<file path="src/rtl/vfr_pkg.sv">
// vfr_pkg: shared definitions for the VFR frame scheduler.
// Holds the scheduler state encoding, the packet-type codes carried in
// data[3:0] of an encoder output beat, and the configuration record that
// is copied from the shadow registers to the active registers.
package vfr_pkg;

  typedef enum logic [2:0] {
    ST_IDLE      = 3'd0,
    ST_LATCH     = 3'd1,
    ST_CTRL      = 3'd2,
    ST_CTRL_WAIT = 3'd3,
    ST_VIDEO     = 3'd4,
    ST_DONE      = 3'd5
  } vfr_state_e;

  localparam logic [3:0] CTRL_TYPE  = 4'hF;
  localparam logic [3:0] VIDEO_TYPE = 4'h0;

  typedef struct packed {
    logic [15:0] width;
    logic [15:0] height;
    logic [3:0]  interlaced;
  } vfr_cfg_t;

endpackage

</file>
<file path="src/rtl/vfr_packet_monitor.sv">
// vfr_packet_monitor: watches the encoder output stream and flags the end
// of control and video packets.
//
// Ports:
//   clk, rst_n          clock, async active-low reset
//   arm                 1 = tracking enabled; 0 = forget any open packet
//   mon_valid/ready     handshake; a beat is valid & ready together
//   mon_sop/eop         packet delimiters on a beat
//   mon_type            data[3:0] of the beat; meaningful on the sop beat
//   ctrl_end            one-cycle flag: eop beat of a packet whose sop type was CTRL_TYPE
//   video_end           one-cycle flag: eop beat of a packet whose sop type was VIDEO_TYPE
module vfr_packet_monitor
  import vfr_pkg::*;
(
  input  logic       clk,
  input  logic       rst_n,
  input  logic       arm,
  input  logic       mon_valid,
  input  logic       mon_ready,
  input  logic       mon_sop,
  input  logic       mon_eop,
  input  logic [3:0] mon_type,
  output logic       ctrl_end,
  output logic       video_end
);

  logic       beat;
  logic       in_pkt_q;
  logic [3:0] pkt_type_q;
  logic [3:0] cur_type;
  logic       pkt_open;
  logic       end_beat;

  assign beat = mon_valid & mon_ready;

  // A sop+eop beat is a complete packet on its own, so the type is taken
  // from the beat itself rather than from the stored sop type.
  always_comb begin
    cur_type = mon_sop ? mon_type : pkt_type_q;
    pkt_open = mon_sop | in_pkt_q;
  end

  assign end_beat  = arm & beat & mon_eop & pkt_open;
  assign ctrl_end  = end_beat & (cur_type == CTRL_TYPE);
  assign video_end = end_beat & (cur_type == VIDEO_TYPE);

  always_ff @(posedge clk or negedge rst_n) begin
    if (!rst_n) begin
      in_pkt_q   <= 1'b0;
      pkt_type_q <= 4'h0;
    end else if (!arm) begin
      in_pkt_q   <= 1'b0;
    end else if (beat) begin
      if (mon_sop) begin
        pkt_type_q <= mon_type;
      end
      if (mon_eop) begin
        in_pkt_q <= 1'b0;
      end else if (mon_sop) begin
        in_pkt_q <= 1'b1;
      end
    end
  end

endmodule

</file>
<file path="src/rtl/vfr_frame_scheduler.sv">
// vfr_frame_scheduler: sequences one control packet and one video packet
// per frame, applying buffered configuration only at frame boundaries.
//
// Ports:
//   clk, rst_n                         clock, async active-low reset
//   cfg_wr                             strobe: load cfg_* into the shadow registers
//   cfg_width/height/interlaced        configuration values
//   cfg_go                             level: run frames continuously
//   do_control_packet                  one-cycle request to the control packet encoder
//   width/height/interlaced            active frame parameters to the encoder
//   reader_start                       one-cycle pulse starting the frame reader
//   mon_valid/ready/sop/eop/type       encoder output stream, monitored only
//   busy                               registered, high when not IDLE
//   cfg_pending                        registered, shadow not yet applied
//   frame_count                        completed frames, wraps
//   frame_irq                          one-cycle pulse per completed frame
//
// state      | meaning
// IDLE       | waiting for cfg_go
// LATCH      | copy shadow config to active registers (1 cycle)
// CTRL       | request control packet (1 cycle)
// CTRL_WAIT  | waiting for end of the control packet
// VIDEO      | reader running; waiting for end of the video packet
// DONE       | frame complete: count, interrupt (1 cycle)
module vfr_frame_scheduler
  import vfr_pkg::*;
#(
  parameter int FRAME_CNT_W = 16
) (
  input  logic                   clk,
  input  logic                   rst_n,
  input  logic                   cfg_wr,
  input  logic [15:0]            cfg_width,
  input  logic [15:0]            cfg_height,
  input  logic [3:0]             cfg_interlaced,
  input  logic                   cfg_go,
  output logic                   do_control_packet,
  output logic [15:0]            width,
  output logic [15:0]            height,
  output logic [3:0]             interlaced,
  output logic                   reader_start,
  input  logic                   mon_valid,
  input  logic                   mon_ready,
  input  logic                   mon_sop,
  input  logic                   mon_eop,
  input  logic [3:0]             mon_type,
  output logic                   busy,
  output logic                   cfg_pending,
  output logic [FRAME_CNT_W-1:0] frame_count,
  output logic                   frame_irq
);

  vfr_state_e             state_q, state_d;
  vfr_cfg_t               shadow_q, active_q;
  logic                   pending_q;
  logic                   do_ctrl_q, reader_start_q, irq_q, busy_q;
  logic [FRAME_CNT_W-1:0] count_q;
  logic                   arm, ctrl_end, video_end;

  // Packet tracking only runs while a frame is waiting on the encoder, so
  // a sop seen before CTRL_WAIT can never complete a control packet.
  assign arm = (state_q == ST_CTRL_WAIT) || (state_q == ST_VIDEO);

  vfr_packet_monitor u_monitor (
    .clk       (clk),
    .rst_n     (rst_n),
    .arm       (arm),
    .mon_valid (mon_valid),
    .mon_ready (mon_ready),
    .mon_sop   (mon_sop),
    .mon_eop   (mon_eop),
    .mon_type  (mon_type),
    .ctrl_end  (ctrl_end),
    .video_end (video_end)
  );

  always_comb begin
    state_d = state_q;
    case (state_q)
      ST_IDLE:      if (cfg_go) state_d = ST_LATCH;
      ST_LATCH:     state_d = ST_CTRL;
      ST_CTRL:      state_d = ST_CTRL_WAIT;
      ST_CTRL_WAIT: if (ctrl_end) state_d = ST_VIDEO;
      ST_VIDEO:     if (video_end) state_d = ST_DONE;
      ST_DONE:      state_d = cfg_go ? ST_LATCH : ST_IDLE;
      default:      state_d = ST_IDLE;
    endcase
  end

  // Outputs are registered from the next state so each pulse lines up
  // exactly with the state it belongs to, with no input-to-output path.
  always_ff @(posedge clk or negedge rst_n) begin
    if (!rst_n) begin
      state_q        <= ST_IDLE;
      do_ctrl_q      <= 1'b0;
      reader_start_q <= 1'b0;
      irq_q          <= 1'b0;
      busy_q         <= 1'b0;
      count_q        <= '0;
    end else begin
      state_q        <= state_d;
      do_ctrl_q      <= (state_d == ST_CTRL);
      reader_start_q <= (state_d == ST_VIDEO) && (state_q != ST_VIDEO);
      irq_q          <= (state_d == ST_DONE);
      busy_q         <= (state_d != ST_IDLE);
      if (state_d == ST_DONE) begin
        count_q <= count_q + FRAME_CNT_W'(1);
      end
    end
  end

  // A write landing in LATCH goes to the shadow only; the active copy
  // takes the old shadow and the pending flag stays set.
  always_ff @(posedge clk or negedge rst_n) begin
    if (!rst_n) begin
      shadow_q  <= '0;
      active_q  <= '0;
      pending_q <= 1'b0;
    end else begin
      if (cfg_wr) begin
        shadow_q <= '{width: cfg_width, height: cfg_height, interlaced: cfg_interlaced};
      end
      if (state_q == ST_LATCH) begin
        active_q <= shadow_q;
      end
      if (cfg_wr) begin
        pending_q <= 1'b1;
      end else if (state_q == ST_LATCH) begin
        pending_q <= 1'b0;
      end
    end
  end

  assign do_control_packet = do_ctrl_q;
  assign reader_start      = reader_start_q;
  assign frame_irq         = irq_q;
  assign busy              = busy_q;
  assign cfg_pending       = pending_q;
  assign frame_count       = count_q;
  assign width             = active_q.width;
  assign height            = active_q.height;
  assign interlaced        = active_q.interlaced;

endmodule

</file>
<file path="config.mk">
export PLATFORM = sky130hd
export DESIGN_NAME = vfr_frame_scheduler
export DESIGN_NICKNAME = d
export VERILOG_FILES = /design/src/rtl/vfr_pkg.sv /design/src/rtl/vfr_packet_monitor.sv /design/src/rtl/vfr_frame_scheduler.sv
export SDC_FILE = /design/constraint.sdc
export NUM_CORES = 1
export LEC_CHECK = 0
export ABC_AREA = 0
export CELL_PAD_IN_SITES_DETAIL_PLACEMENT = 0
export CELL_PAD_IN_SITES_GLOBAL_PLACEMENT = 1
export CORE_MARGIN = 10
export CORE_UTILIZATION = 36
export CTS_CLUSTER_SIZE = 24
export DETAILED_ROUTE_END_ITERATION = 16
export PLACE_DENSITY_LB_ADDON = 0.1
export SLEW_MARGIN = 25
export SYNTH_ARGS = -nofsm -noshare
export SYNTH_HDL_FRONTEND = slang
export SYNTH_SLANG_ARGS = --single-unit
</file>
<file path="constraint.sdc">
create_clock -name clk -period 1.6 [get_ports clk]
set_input_delay 0.32 -clock clk [delete_from_list [all_inputs] [get_ports clk]]
set_output_delay 0.32 -clock clk [all_outputs]
set_load 0.005 [all_outputs]
</file>
# Yosys cells after proc, flatten, opt, wreduce, memory -nomap -nowiden
# Cells that the tools add are included.
[op_classes]
addsub = 1
eq_ne = 12
mux = 12
bitwise = 7
reduce_logical = 8
[ops]
columns = ["operator", "count"]
rows = [
  ["3-bit case mux with 6 select lines", 1],
  ["16-bit by 1-bit adder with 16-bit output, second input constant", 1],
  ["3-bit == test, second input constant", 4],
  ["3-bit by 2-bit == test with 1-bit output, second input constant", 3],
  ["3-bit 2-to-1 mux", 3],
  ["1-bit 2-to-1 mux", 7],
  ["1-bit bitwise AND", 6],
  ["3-bit inequality test, second input constant", 2],
  ["4-bit == test, second input constant", 1],
  ["4-bit zero test", 1],
  ["4-bit 2-to-1 mux", 1],
  ["2-bit AND reduction", 2],
  ["3-bit by 1-bit == test with 1-bit output, second input constant", 1],
  ["3-bit zero test", 1],
  ["3-bit nonzero test", 1],
  ["2-bit inequality test, second input constant", 1],
  ["2-bit nonzero test", 1],
  ["1-bit logical AND", 1],
  ["1-bit logical OR", 1],
  ["1-bit OR", 1],
]
[word_totals]
ff_bits = 101
inputBits = 48
output_inout_bits = 57

# Logic depth before layout (Yosys ltp)
[logic_depth]
word_depth = 10
mapped_depth = 6
depth_no_buf = 5

# Hierarchy
# Synthesis repeated with hierarchy kept, for this count alone.
[hier_totals]
hier_cells = 268
hier_area_um2 = 3992.6
[modules_own_cells]
columns = ["module", "n_inst", "cells_per_inst", "area_each_um2", "seq_area_each_um2"]
rows = [
  ["vfr_frame_scheduler", 1, 245, 3723.6, 2402.3],
  ["vfr_packet_monitor", 1, 23, 269.0, 125.1],
]

# Least setup slack after synthesis
# OpenSTA, ideal clock, no wires.
[synth_timing]
path_type = "reg2reg"
startpoint = "register state_q[0]"
endpoint = "register u_monitor.pkt_type_q[0]"
t_arrival_ns = 1.472
setup_slack_ns = 0.003
path_stages_with_launch = 5
period_less_slack_ns = 1.597
cell_sequence = "dfrtp_1 -> or3b_1 -> o21ai_1 -> and2_2 -> mux2_2"
[synth_between]
elab_chain_len = 3
elab_cells_between_ends = 4
[synth_rtl]
columns = ["item", "line_no", "rtl"]
rows = [
  ["start: declaration", "vfr_frame_scheduler.sv:53", "vfr_state_e state_q, state_d;"],
  ["start signal: assignment", "vfr_frame_scheduler.sv:101", "state_q <= state_d;"],
  ["3-bit by 2-bit == test with 1-bit output or 3-bit == test (tied branches)", "vfr_frame_scheduler.sv:62", "assign arm = (state_q == ST_CTRL_WAIT) || (state_q == ST_VIDEO);"],
  ["1-bit logical OR (*)", "vfr_frame_scheduler.sv:62", ""],
  ["2-bit AND reduction (no line) (*)", "n/a", ""],
  ["end signal: assignment", "vfr_packet_monitor.sv:55", "pkt_type_q <= mon_type;"],
  ["end: declaration", "vfr_packet_monitor.sv:29", "logic [3:0] pkt_type_q;"],
]
# Mark *: on every way between the ends. The rest lies on a longest branch, timed or not.
# A chain may end at the register's enable or synchronous reset.

# Worst setup path in the final report
[layout_timing]
startpoint = "register state_q[1]"
endpoint = "register count_q[9] (netlist: frame_count[9])"
[layout_between]
elab_chain_len = 9
elab_cells_between_ends = 17
[layout_rtl]
columns = ["item", "line_no", "rtl"]
rows = [
  ["3-bit by 2-bit == test with 1-bit output or 3-bit == test (tied branches)", "vfr_frame_scheduler.sv:62, vfr_frame_scheduler.sv:79", ""],
  ["1-bit logical OR", "vfr_frame_scheduler.sv:62", ""],
  ["1-bit bitwise AND (3 in a row)", "vfr_packet_monitor.sv:43", "assign end_beat = arm & beat & mon_eop & pkt_open;"],
  ["1-bit bitwise AND (on tied branches)", "vfr_packet_monitor.sv:45, vfr_packet_monitor.sv:44", ""],
  ["3-bit 2-to-1 mux (on tied branches)", "vfr_frame_scheduler.sv:84, vfr_frame_scheduler.sv:83", ""],
  ["3-bit case mux with 6 select lines (*)", "vfr_frame_scheduler.sv:79", "case (state_q)"],
  ["3-bit == test (*)", "vfr_frame_scheduler.sv:106", "if (state_d == ST_DONE) begin"],
  ["end signal: assignment", "vfr_frame_scheduler.sv:107", "count_q <= count_q + FRAME_CNT_W'(1);"],
  ["end: declaration", "vfr_frame_scheduler.sv:57", "logic [FRAME_CNT_W-1:0] count_q;"],
]
# Marked as above.

==> impl_results.md <==
- # nets final: 464
- Worst R2R Path Depth: 6
- GR Overflow Total: 0
- Die Span Y: 126.5 µm
- Outcome: completed
- Starting DRT DRC Count: 81
- Met2 track utilization from global routing: 18.68%
- Clk_lat worst skew: 0.33 ns
- Largest net degree at the start of global routing: 32
- Count of cell types in the netlist: 42
- Clock Pin Slew Worst Setup and Hold Paths: roughly 0.070 ns
- R2r endpoint: frame_count[9]$_DFFE_PN0N_
- Hold path startpoint: mon_type[2]
- Initial antenna violation count: 0
- CTS root buf: clkbuf_16
- Setup ws final: between 0.02 and 0.03 ns
- Reg area: 0.002530 mm²
- Vias: about 2,700
- Vias per inst: 4.757
- Overall Global Routing Usage: roughly an eighth
- # fillers: between 900 and 1,000
- Ys flop type: dfrtp_1
- H-tree Lvls: 3
- Seq cells post-synth: around 100
- Most used cell, CP: buf_6
- Core box area: 0.01098 mm²
- Crit-path cells: buf_6, nor3b_4, buf_6, nand4_4, nor4b_4, xor2_1
- Die area: 0.01599 mm²
- Crit start category: flop
- Setup Viol. Count Final: 0
- Final Skew: 0.01070 ns
- Static Leak: 2.868 nW
- Rows: 38
- Syn Nets: 317
- Unrepaired setup endpoints after global routing: yes
- Mapped Area: 0.004080 mm²
- Slew HR: approximately 72%
- Antenna diodes: 0
- Busiest grt layer: met2
- Layout cells sized above 1: 37.47%
- Critical R2R Launch: state_q[1]$_DFF_PN0_
- DRC: 0
- WHS: 0.3266 ns
- GR Util met3: 5.789%
- CTS tree: built
- CP required: about 1.9 ns
- Vias in the first global route: 2,955
- Port bufs: 104
- Sink Count: 101
- Syn Inst Count: 268
- WL final: 9382 µm
- Post-synth EDFFs: 0
- Multi-input logic area: 0.001564 mm²
- Place WS: -0.3821 ns
- First-pass GRT wire length: roughly 15,000 µm
- PD cells: 1136 mW/mm²
- Antenna Violating Nets Remaining: 0
- Syn_area_per_cell: 15.22 µm²
- GPL Wtd Cong: 0.7849
- Worst Hold Depth: 2
- Cells after DPL: 527
- Ys Warns: 0
- Initial Util: 37.15%
- Post-layout min period: 1.573 ns
- Longest Clk Path Bufs: 2
- Setup Crit Path Kind: reg2reg
- Post-DP Area: roughly 0.0055 mm²
- Synth-to-Final Area Change: 48.45%
- Post-layout util: 55.15%
- DIE WIDTH: 126.5 µm
- Total CTS buffers: 9
- Max stage delay cell, worst path: dfrtp_1
- Period Utilization, post-route: 98.31%
- MaxCap Viol Count: 0
- Non-Filler Instances: ~560
- Met1 Track Usage GR: 14.06%
- Critical path peak fanout: 5
- Worst VDD drop: 674.1 µV
- WL per Instance: 16.78 µm
- Fin. max-slew vios: 0
- Reg2Reg Setup Slack: 0.03 ns
- Worst Hold Class: in2reg
- Sequential-to-total area share from yosys stat: 61.94%
- Worst Tran Pin Value: 0.4145 ns
- Critical Path AT: 1.84 ns
- Peak Freq: 0.6357 GHz
- Share of flip-flops with an asynchronous set or reset: 100.0%
- Final hold violation count: 0
- IO Pins: 105
- Final instance area: 0.006057 mm²
- Hold endpoint: u_monitor.pkt_type_q[2]$_DFFE_PN0N_
- Hpwl dp: 6812 µm
- DRT Pass-1 Iters: 4
- Crit path largest cell delay: approximately 0.40 ns
- Worst setup EP type: flop
-- power breakdown --
group	leakage (nW)	switching, mW	internal (mW)	total, mW
Sequential	1.24	0.233	3.00	3.23
Combinational	1.49	0.440	1.02	1.46
Clock	0.141	0.893	1.29	2.18
Total	2.87	1.57	5.31	6.88
-- registers in the layout, summed over array words and instances (netlist names) --
register	cells
busy	1
cfg_pending	1
do_control_packet	1
frame_count	16
frame_irq	1
height	16
interlaced	4
reader_start	1
shadow_q	36
state_q	3
u_monitor.in_pkt_q	1
u_monitor.pkt_type_q	4
width	16
-- cells in the mapped netlist (2+ instances only) --
cell type,n,area share (%)
a21oi_1,2,0.25
and3_1,3,0.46
and4_1,3,0.64
buf_2,3,0.37
buf_4,4,0.74
dfrtp_1,101,62
inv_1,2,0.18
mux2_2,76,21
nand2_1,9,0.83
nand2b_1,2,0.31
nand3_1,3,0.37
nor2_1,5,0.46
nor3_1,7,0.86
nor3b_2,2,0.61
nor4_2,2,0.61
nor4b_2,3,1.1
o21ai_0,2,0.25
xor2_1,15,3.2
-- worst max path at each step --
stage	from	end	slack, ns	cells past startpoint
after detailed placement	mon_sop	frame_count[9]$_DFFE_PN0N_	-0.38	5
after global routing	state_q[1]$_DFF_PN0_	frame_count[15]$_DFFE_PN0N_	-0.05	6
final	state_q[1]$_DFF_PN0_	frame_count[9]$_DFFE_PN0N_	0.03	6
after global placement	mon_type[0]	frame_count[9]$_DFFE_PN0N_	-0.34	6
after floorplan	state_q[0]$_DFF_PN0_	u_monitor.pkt_type_q[0]$_DFFE_PN0N_	0.003	4
after CTS	state_q[1]$_DFF_PN0_	frame_count[10]$_DFFE_PN0N_	-0.01	5
-- critical path, delay by kind of cell, from the launching register on --
family,cells,cell delay (ns)
XOR/XNOR,1,0.17
flip-flops,1,0.40
buffers and inverters,2,0.29
AND/OR/NAND/NOR,3,0.64
-- per-stage QoR --
step / total power [mW] / setup TNS (ns)
2_1_floorplan: 3.725 / 0
3_3_place_gp: 4.734 / -6.269
3_5_place_dp: 4.769 / -6.822
4_1_cts: 6.997 / -0.03786
5_1_grt: 7.255 / -0.5935
6_report: 6.879 / 0
-- repair_timing --
item / 4_1_cts / 5_1_grt
hold buffers: 1 / 0
setup endpoints to repair: 22 / 50
gates cloned: 0 / 1
pin swaps: 1 / 8
buffers inserted: 7 / 8
hold endpoints to repair: 22 / 0
gates resized for setup: 13 / 18
-- metal layers --
| layer | wire [µm] | vias to the layer above |
|---|---|---|
| met2 | 4569 | 71 |
| li1 | - | 1250 |
| met3 | 775 | 8 |
| met5 | 0 | - |
| met4 | 57 | 0 |
| met1 | 3979 | 1330 |
-- cell type report --
cell class	instances	share of cell area (%)
Tap cell	140	2.892
Clock inverter	3	0.7436
Inverter	2	0.1239
Sequential cell	101	41.77
Timing Repair Buffer	145	24.42
Multi-Input combinational cell	156	25.82
Clock buffer	12	4.235
-- logic make-up (layout without fill, tap and decap cells) --
| kind of cell | count (synthesis) | count (layout) | share of synthesized area (%) |
|---|---|---|---|
| flip-flops | 101 | 101 | 61.94 |
| multiplexers | 77 | 77 | 21.25 |
| AND/OR/NAND/NOR | 51 | 51 | 9.537 |
| XOR/XNOR | 15 | 15 | 3.220 |
| AO/OA/AOI/OAI | 12 | 12 | 2.085 |
| buffers and inverters | 11 | 162 | 1.656 |
| adder cells (fa/ha/maj) | 1 | 1 | 0.3066 |
-- layout by cell type, fill, tap and decap left out, types with 3 or more instances in the layout --
cell type / Yosys / routed
buf_4: 4 / 30
buf_6: 1 / 3
nor3_2: 0 / 3
buf_12: 0 / 7
clkbuf_16: 0 / 10
dfrtp_1: 101 / 99
nand3_1: 3 / 3
clkdlybuf4s50_1: 0 / 90
dlymetal6s2s_1: 0 / 9
nor4b_4: 0 / 3
xor2_1: 15 / 15
mux2_2: 76 / 76
and3_1: 3 / 3
nand2_1: 9 / 9
and4_1: 3 / 3
dlygate4sd2_1: 0 / 3
nor3_1: 7 / 3
nor2_1: 5 / 5
No activity file was read; power rests on OpenSTA's default activity.
